**src/rtl/sq_wave_meter.sv**
```systemverilog
// sq_wave_meter: measures the high and low durations of a same-clock square wave
// and reports each complete period as raw cycle counts plus whole UNIT counts.
// Ports:
//   clk, rst          clock (rising edge), synchronous active-high reset
//   en                measurement enable; low aborts the current period and re-arms
//   sq_in             waveform under test (already in the clk domain)
//   hi_len, lo_len    high/low duration of the last period in cycles (saturating)
//   hi_units, lo_units floor(len/UNIT), saturating at 2^Q_W-1
//   hi_exact, lo_exact len is a whole multiple of UNIT
//   ovf               a cycle counter saturated during the reported period
//   valid             one-cycle pulse when new period results are presented
//   locked            at least one valid since reset / en rising
module sq_wave_meter #(
  parameter int unsigned CNT_W = 8,
  parameter int unsigned UNIT  = 5,
  parameter int unsigned Q_W   = 4
) (
  input  logic             clk,
  input  logic             rst,
  input  logic             en,
  input  logic             sq_in,
  output logic [CNT_W-1:0] hi_len,
  output logic [CNT_W-1:0] lo_len,
  output logic [Q_W-1:0]   hi_units,
  output logic [Q_W-1:0]   lo_units,
  output logic             hi_exact,
  output logic             lo_exact,
  output logic             ovf,
  output logic             valid,
  output logic             locked
);

  localparam int unsigned REM_W = (UNIT > 1) ? $clog2(UNIT) : 1;

  localparam logic [CNT_W-1:0] CNT_MAX   = {CNT_W{1'b1}};
  localparam logic [Q_W-1:0]   Q_MAX     = {Q_W{1'b1}};
  localparam logic [REM_W-1:0] REM_LAST  = REM_W'(UNIT - 1);
  // First counted cycle of a phase, already folded into rem/quotient
  localparam logic [REM_W-1:0] REM_START = (UNIT == 1) ? REM_W'(0) : REM_W'(1);
  localparam logic [Q_W-1:0]   Q_START   = (UNIT == 1) ? Q_W'(1) : Q_W'(0);

  typedef enum logic [1:0] {
    S_SYNC,
    S_ARMED,
    S_HIGH,
    S_LOW
  } state_e;

  state_e           state_q, state_d;
  logic [CNT_W-1:0] hi_cnt_q, hi_cnt_d, lo_cnt_q, lo_cnt_d;
  logic [REM_W-1:0] hi_rem_q, hi_rem_d, lo_rem_q, lo_rem_d;
  logic [Q_W-1:0]   hi_quo_q, hi_quo_d, lo_quo_q, lo_quo_d;
  logic             hi_ovf_q, hi_ovf_d, lo_ovf_q, lo_ovf_d;
  logic [CNT_W-1:0] hi_len_q, hi_len_d, lo_len_q, lo_len_d;
  logic [Q_W-1:0]   hi_units_q, hi_units_d, lo_units_q, lo_units_d;
  logic             hi_exact_q, hi_exact_d, lo_exact_q, lo_exact_d;
  logic             ovf_q, ovf_d, valid_q, valid_d, locked_q, locked_d;

  // Remainder advance: wraps at UNIT-1
  function automatic logic [REM_W-1:0] rem_step(input logic [REM_W-1:0] r);
    return (r == REM_LAST) ? REM_W'(0) : r + REM_W'(1);
  endfunction

  // Quotient advance on remainder wrap, saturating
  function automatic logic [Q_W-1:0] quo_step(input logic [REM_W-1:0] r,
                                              input logic [Q_W-1:0]   q);
    return ((r == REM_LAST) && (q != Q_MAX)) ? q + Q_W'(1) : q;
  endfunction

  // Next-state, phase counters and result latching
  always_comb begin
    state_d    = state_q;
    hi_cnt_d   = hi_cnt_q;
    lo_cnt_d   = lo_cnt_q;
    hi_rem_d   = hi_rem_q;
    lo_rem_d   = lo_rem_q;
    hi_quo_d   = hi_quo_q;
    lo_quo_d   = lo_quo_q;
    hi_ovf_d   = hi_ovf_q;
    lo_ovf_d   = lo_ovf_q;
    hi_len_d   = hi_len_q;
    lo_len_d   = lo_len_q;
    hi_units_d = hi_units_q;
    lo_units_d = lo_units_q;
    hi_exact_d = hi_exact_q;
    lo_exact_d = lo_exact_q;
    ovf_d      = ovf_q;
    valid_d    = 1'b0;
    locked_d   = locked_q;

    unique case (state_q)
      S_SYNC: begin
        // Wait for low so a partial high phase is never measured
        if (!sq_in) state_d = S_ARMED;
      end
      S_ARMED: begin
        if (sq_in) begin
          state_d  = S_HIGH;
          hi_cnt_d = CNT_W'(1);
          hi_rem_d = REM_START;
          hi_quo_d = Q_START;
          hi_ovf_d = 1'b0;
          lo_ovf_d = 1'b0;
        end
      end
      S_HIGH: begin
        if (sq_in) begin
          // A saturated counter holds and stops feeding the unit tracker
          if (hi_cnt_q == CNT_MAX) begin
            hi_ovf_d = 1'b1;
          end else begin
            hi_cnt_d = hi_cnt_q + CNT_W'(1);
            hi_rem_d = rem_step(hi_rem_q);
            hi_quo_d = quo_step(hi_rem_q, hi_quo_q);
          end
        end else begin
          state_d  = S_LOW;
          lo_cnt_d = CNT_W'(1);
          lo_rem_d = REM_START;
          lo_quo_d = Q_START;
        end
      end
      S_LOW: begin
        if (!sq_in) begin
          if (lo_cnt_q == CNT_MAX) begin
            lo_ovf_d = 1'b1;
          end else begin
            lo_cnt_d = lo_cnt_q + CNT_W'(1);
            lo_rem_d = rem_step(lo_rem_q);
            lo_quo_d = quo_step(lo_rem_q, lo_quo_q);
          end
        end else begin
          // Period complete: publish, then start the next high phase
          hi_len_d   = hi_cnt_q;
          lo_len_d   = lo_cnt_q;
          hi_units_d = hi_quo_q;
          lo_units_d = lo_quo_q;
          hi_exact_d = (hi_rem_q == REM_W'(0));
          lo_exact_d = (lo_rem_q == REM_W'(0));
          ovf_d      = hi_ovf_q | lo_ovf_q;
          valid_d    = 1'b1;
          locked_d   = 1'b1;
          state_d    = S_HIGH;
          hi_cnt_d   = CNT_W'(1);
          hi_rem_d   = REM_START;
          hi_quo_d   = Q_START;
          hi_ovf_d   = 1'b0;
          lo_ovf_d   = 1'b0;
        end
      end
      default: state_d = S_SYNC;
    endcase

    // Disable aborts the measurement; published results are kept
    if (!en) begin
      state_d  = S_SYNC;
      hi_cnt_d = '0;
      lo_cnt_d = '0;
      hi_rem_d = '0;
      lo_rem_d = '0;
      hi_quo_d = '0;
      lo_quo_d = '0;
      hi_ovf_d = 1'b0;
      lo_ovf_d = 1'b0;
      valid_d  = 1'b0;
      locked_d = 1'b0;
    end
  end

  // State and result registers
  always_ff @(posedge clk) begin
    if (rst) begin
      state_q    <= S_SYNC;
      hi_cnt_q   <= '0;
      lo_cnt_q   <= '0;
      hi_rem_q   <= '0;
      lo_rem_q   <= '0;
      hi_quo_q   <= '0;
      lo_quo_q   <= '0;
      hi_ovf_q   <= 1'b0;
      lo_ovf_q   <= 1'b0;
      hi_len_q   <= '0;
      lo_len_q   <= '0;
      hi_units_q <= '0;
      lo_units_q <= '0;
      hi_exact_q <= 1'b0;
      lo_exact_q <= 1'b0;
      ovf_q      <= 1'b0;
      valid_q    <= 1'b0;
      locked_q   <= 1'b0;
    end else begin
      state_q    <= state_d;
      hi_cnt_q   <= hi_cnt_d;
      lo_cnt_q   <= lo_cnt_d;
      hi_rem_q   <= hi_rem_d;
      lo_rem_q   <= lo_rem_d;
      hi_quo_q   <= hi_quo_d;
      lo_quo_q   <= lo_quo_d;
      hi_ovf_q   <= hi_ovf_d;
      lo_ovf_q   <= lo_ovf_d;
      hi_len_q   <= hi_len_d;
      lo_len_q   <= lo_len_d;
      hi_units_q <= hi_units_d;
      lo_units_q <= lo_units_d;
      hi_exact_q <= hi_exact_d;
      lo_exact_q <= lo_exact_d;
      ovf_q      <= ovf_d;
      valid_q    <= valid_d;
      locked_q   <= locked_d;
    end
  end

  assign hi_len   = hi_len_q;
  assign lo_len   = lo_len_q;
  assign hi_units = hi_units_q;
  assign lo_units = lo_units_q;
  assign hi_exact = hi_exact_q;
  assign lo_exact = lo_exact_q;
  assign ovf      = ovf_q;
  assign valid    = valid_q;
  assign locked   = locked_q;

endmodule

```
**config.mk**
```make
export PLATFORM = sky130hd
export DESIGN_NAME = sq_wave_meter
export DESIGN_NICKNAME = d
export VERILOG_FILES = /design/src/rtl/sq_wave_meter.sv
export SDC_FILE = /design/constraint.sdc
export NUM_CORES = 1
export LEC_CHECK = 0
export CAP_MARGIN = 20
export CELL_PAD_IN_SITES_DETAIL_PLACEMENT = 1
export CELL_PAD_IN_SITES_GLOBAL_PLACEMENT = 2
export CORE_MARGIN = 1
export CORE_UTILIZATION = 30
export CTS_CLUSTER_DIAMETER = 120
export CTS_CLUSTER_SIZE = 12
export DETAILED_ROUTE_END_ITERATION = 10
export PLACE_DENSITY_LB_ADDON = 0.1
export SYNTH_ARGS = -nofsm -noshare
export SYNTH_HDL_FRONTEND = slang
export SYNTH_SLANG_ARGS = --single-unit
```
**constraint.sdc**
```tcl
create_clock -name clk -period 1.6 [get_ports clk]
set_input_delay 0.32 -clock clk [delete_from_list [all_inputs] [get_ports clk]]
set_output_delay 0.32 -clock clk [all_outputs]
set_load 0.05 [all_outputs]
```
==> reports/metrics.yaml <==
status:
  status: "completed"
setup_path:
  end_kind: "flip-flop"
  r2r_cells: 6
  cp-start-kind: "flip-flop"
  r2r_slack_ns: 0.08
  cp_max_fo: 3
  required_ns: 1.83
  worstSetupPathType: "flip-flop to flip-flop"
  r2r_end: "lo_quo_q[1]$_SDFFE_PP0P_"
  cp.arrival_ns: 1.75
  r2r_start: "lo_cnt_q[0]$_SDFFE_PP0P_"
sta:
  setup_viol: 0
  finalClockSkew_ns: 0.00929
  whs_ns: 0.456
  slew_violations: 0
  hold_violations: 0
  relSlewSlack_pct: 79.2
  max_freq_mhz: 657
  worstMarginPinSlew_ns: 0.311
  finalCritPeriodShare_pct: 95.1
  min_period_ns: 1.52
global_route:
  grt_pass1_wl_um: 13700
  overflow: 0
  antenna_found_initial: 0
  first_global_vias: 2755
  grt_max_degree: 28
  grt.total_usage_pct: 18.4
yosys:
  syn_inst: 324
  synthSimpleGateAreaFrac_pct: 26.5
  synth_edf_count: 0
  synth_xor_area_share_pct: 1.62
  synth.top_cell.area_share_pct: 46.7
  synth_fa_ha_area_share_pct: 3.70
  synthTopCellsByCount: "nand2_1, dfxtp_1, a21oi_1"
  syn_nets: 336
  ys.flop_type: "dfxtp_1"
  synth_top_family_by_area: "simple AND/OR/NAND/NOR gates"
  synth_async_sr_flop_share_pct: 0
  synth_warnings: 0
  synth_compound_area_share_pct: 17.7
  synthMuxAreaShare_pct: 0
  syn-cell-area_um2: 2700
  yosysMostFrequentCell: "nand2_1"
  synth.avg_cell_area_um2: 8.34
  synth_cell_types: 48
  yosysTopAreaCell: "dfxtp_1"
  yosys_register_bits: 63
  synth.area.top_cells: "dfxtp_1, nand2_1, a21oi_1, ha_1, nor2_1"
  yosysSeqAreaShare_pct: 46.7
drt:
  initialDrtViolationCount: 63
  drtAntennaViolNets: 0
  wl_per_cell_um: 15.4
  route.vias.total: 2618
  drc: 0
  wl_um: 8120
  drt_first_pass_iters: 4
  via_per_inst: 4.96
clock_tree:
  insertion_delay_ns: 0.34
  cts_buffers: 9
  clkSinkCount: 63
  clock_tree.root_cell: "clkbuf_8"
  clk_path_buf_depth: 2
  path_clk_slew_ns: 0.08
  ctsHtreeMaxLevel: 3
  cts_tree: "built"
floorplanning:
  num_rows: 34
  start_util_pct: 31.0
  fp.dieArea_um2: 9390
  pin_count: 33
  die_w_um: 96.9
  core_area_um2: 8720
  die_y_um: 96.9
final_layout:
  area_growth_syn_to_layout_pct: 38.7
  layout.nets: 427
  nFillCells: 1065
  drive_gt1_share_pct: 30.7
  diodes: 0
hold_path:
  worstHoldPathCells: 2
  hold_start: "hi_len[1]$_SDFFE_PP0P_"
  hold_path.class: "flip-flop to flip-flop"
  holdPathEnd: "hi_len[1]$_SDFFE_PP0P_"
pwr:
  power_leakage_nw: 1.47
  power.total_w: 0.00305
  vdd_drop_max_mv: 0.447
  p_per_area_nw_per_um2: 813
place:
  gp_congestion: 0.768
  place_hpwl_um: 5890
  io_buffers: 32
run:
  cap_violations: 0
==> routing by layer <==
layer	wire length, um	share of wire [%]	vias to the layer above	global-route usage, %
li1	-	-	1326	-
met1	4160	51	1234	25.1
met2	3590	44	46	28.7
met3	238	2.9	12	3.25
met4	131	1.6	0	7.46
met5	0	0	-	0
==> logic make-up after synthesis <==
| logic type | after synthesis |
|---|---|
| and+or+nand+nor | 150 |
| AOI/OAI and AO/OA | 76 |
| DFF | 63 |
| buffers and inverters | 22 |
| adders and majority gates | 8 |
| xor gates and xnor gates | 5 |
==> worst max path at each step <==
stage,from,to,cells after the start
after floorplan,hi_cnt_q[0]$_SDFFE_PP0P_,hi_quo_q[3]$_SDFFE_PP0P_,6
after global placement,sq_in,hi_quo_q[3]$_SDFFE_PP0P_,5
after detailed placement,sq_in,lo_quo_q[3]$_SDFFE_PP0P_,6
after CTS,lo_cnt_q[0]$_SDFFE_PP0P_,lo_rem_q[1]$_SDFFE_PP0P_,7
after global routing,hi_cnt_q[0]$_SDFFE_PP0P_,hi_cnt_q[5]$_SDFFE_PP0P_,7
final,lo_cnt_q[0]$_SDFFE_PP0P_,lo_quo_q[1]$_SDFFE_PP0P_,6
==> sequential cells by signal, summed over array words and instances (netlist names) <==
signal	cells
hi_quo_q	4
locked	1
ovf	1
lo_rem_q	3
hi_rem_q	3
lo_len	8
lo_exact	1
lo_quo_q	4
hi_cnt_q	8
hi_exact	1
hi_len	8
lo_units	4
state_q	2
hi_units	4
hi_ovf_q	1
lo_cnt_q	8
lo_ovf_q	1
valid	1
==> area by class of cell <==
cell class	count	area, um^2	share of cell area [%]
multi-input cells	239	1410	37.6
flip-flops and latches	63	1260	33.7
clock inverters	6	61.3	1.64
clock buffers	10	128	3.40
repair buffers	94	719	19.2
well taps	108	135	3.60
inverters	8	30.0	0.801
==> repair_timing <==
action / 4_1_cts / 5_1_grt
setup endpoints to repair: 9 / 24
hold endpoints to repair: 0 / 0
hold buffers: 0 / 0
gates resized for setup: 5 / 15
pin swaps: 2 / 10
setup buffers: 1 / 4
==> metrics by stage <==
stage	cell area, um^2	worst slack (ns)	utilization, %	cells	TNS, ns
6_report	3750	0.0789	43.0	528	0
5_1_grt	3750	-0.0174	43.0	528	-0.0219
4_1_cts	3680	0.00715	42.2	524	0
3_5_place_dp	3450	-0.343	39.6	507	-12.09
3_3_place_gp	3450	-0.266	39.6	507	-10.89
2_1_floorplan	2710	-0.0338	-	324	-0.0338
==> power breakdown <==
part / internal [W] / switching, W
Clock: 0.000714 / 0.000646
Sequential: 0.00157 / 0.00000265
Combinational: 0.0000455 / 0.0000697
Total: 0.00233 / 0.000718
==> cells in the final DEF (no fill, tap or decap), drive strengths merged, types with 2 or more instances in the layout <==
| cell type | synthesis | layout |
|---|---|---|
| inv | 8 | 8 |
| nand3b | 4 | 4 |
| or3 | 4 | 4 |
| a22o | 2 | 2 |
| o211ai | 2 | 2 |
| a311oi | 2 | 2 |
| nand3 | 17 | 17 |
| nor3 | 8 | 8 |
| clkinv | 0 | 4 |
| a31oi | 3 | 3 |
| nand2b | 2 | 2 |
| nand4b | 2 | 2 |
| nand4 | 8 | 8 |
| clkdlybuf4s50 | 0 | 2 |
| a32o | 2 | 2 |
| o31ai | 2 | 2 |
| o21ai | 11 | 11 |
| xnor2 | 2 | 2 |
| dfxtp | 63 | 63 |
| a41o | 2 | 2 |
| xor2 | 3 | 3 |
| ha | 8 | 8 |
| a21oi | 39 | 39 |
| buf | 8 | 91 |
| a211oi | 3 | 3 |
| nor2 | 24 | 24 |
| and3 | 4 | 4 |
| nand2 | 71 | 71 |
| clkbuf | 6 | 10 |
==> critical path: stages (launching register included) <==
cell      delay [ns]
dfxtp_1         0.32
ha_2            0.21
and3_4          0.19
a211oi_4        0.23
o21a_1          0.20
nor2_1          0.06
a41o_1          0.19
Power figures use the tool's default switching activity.
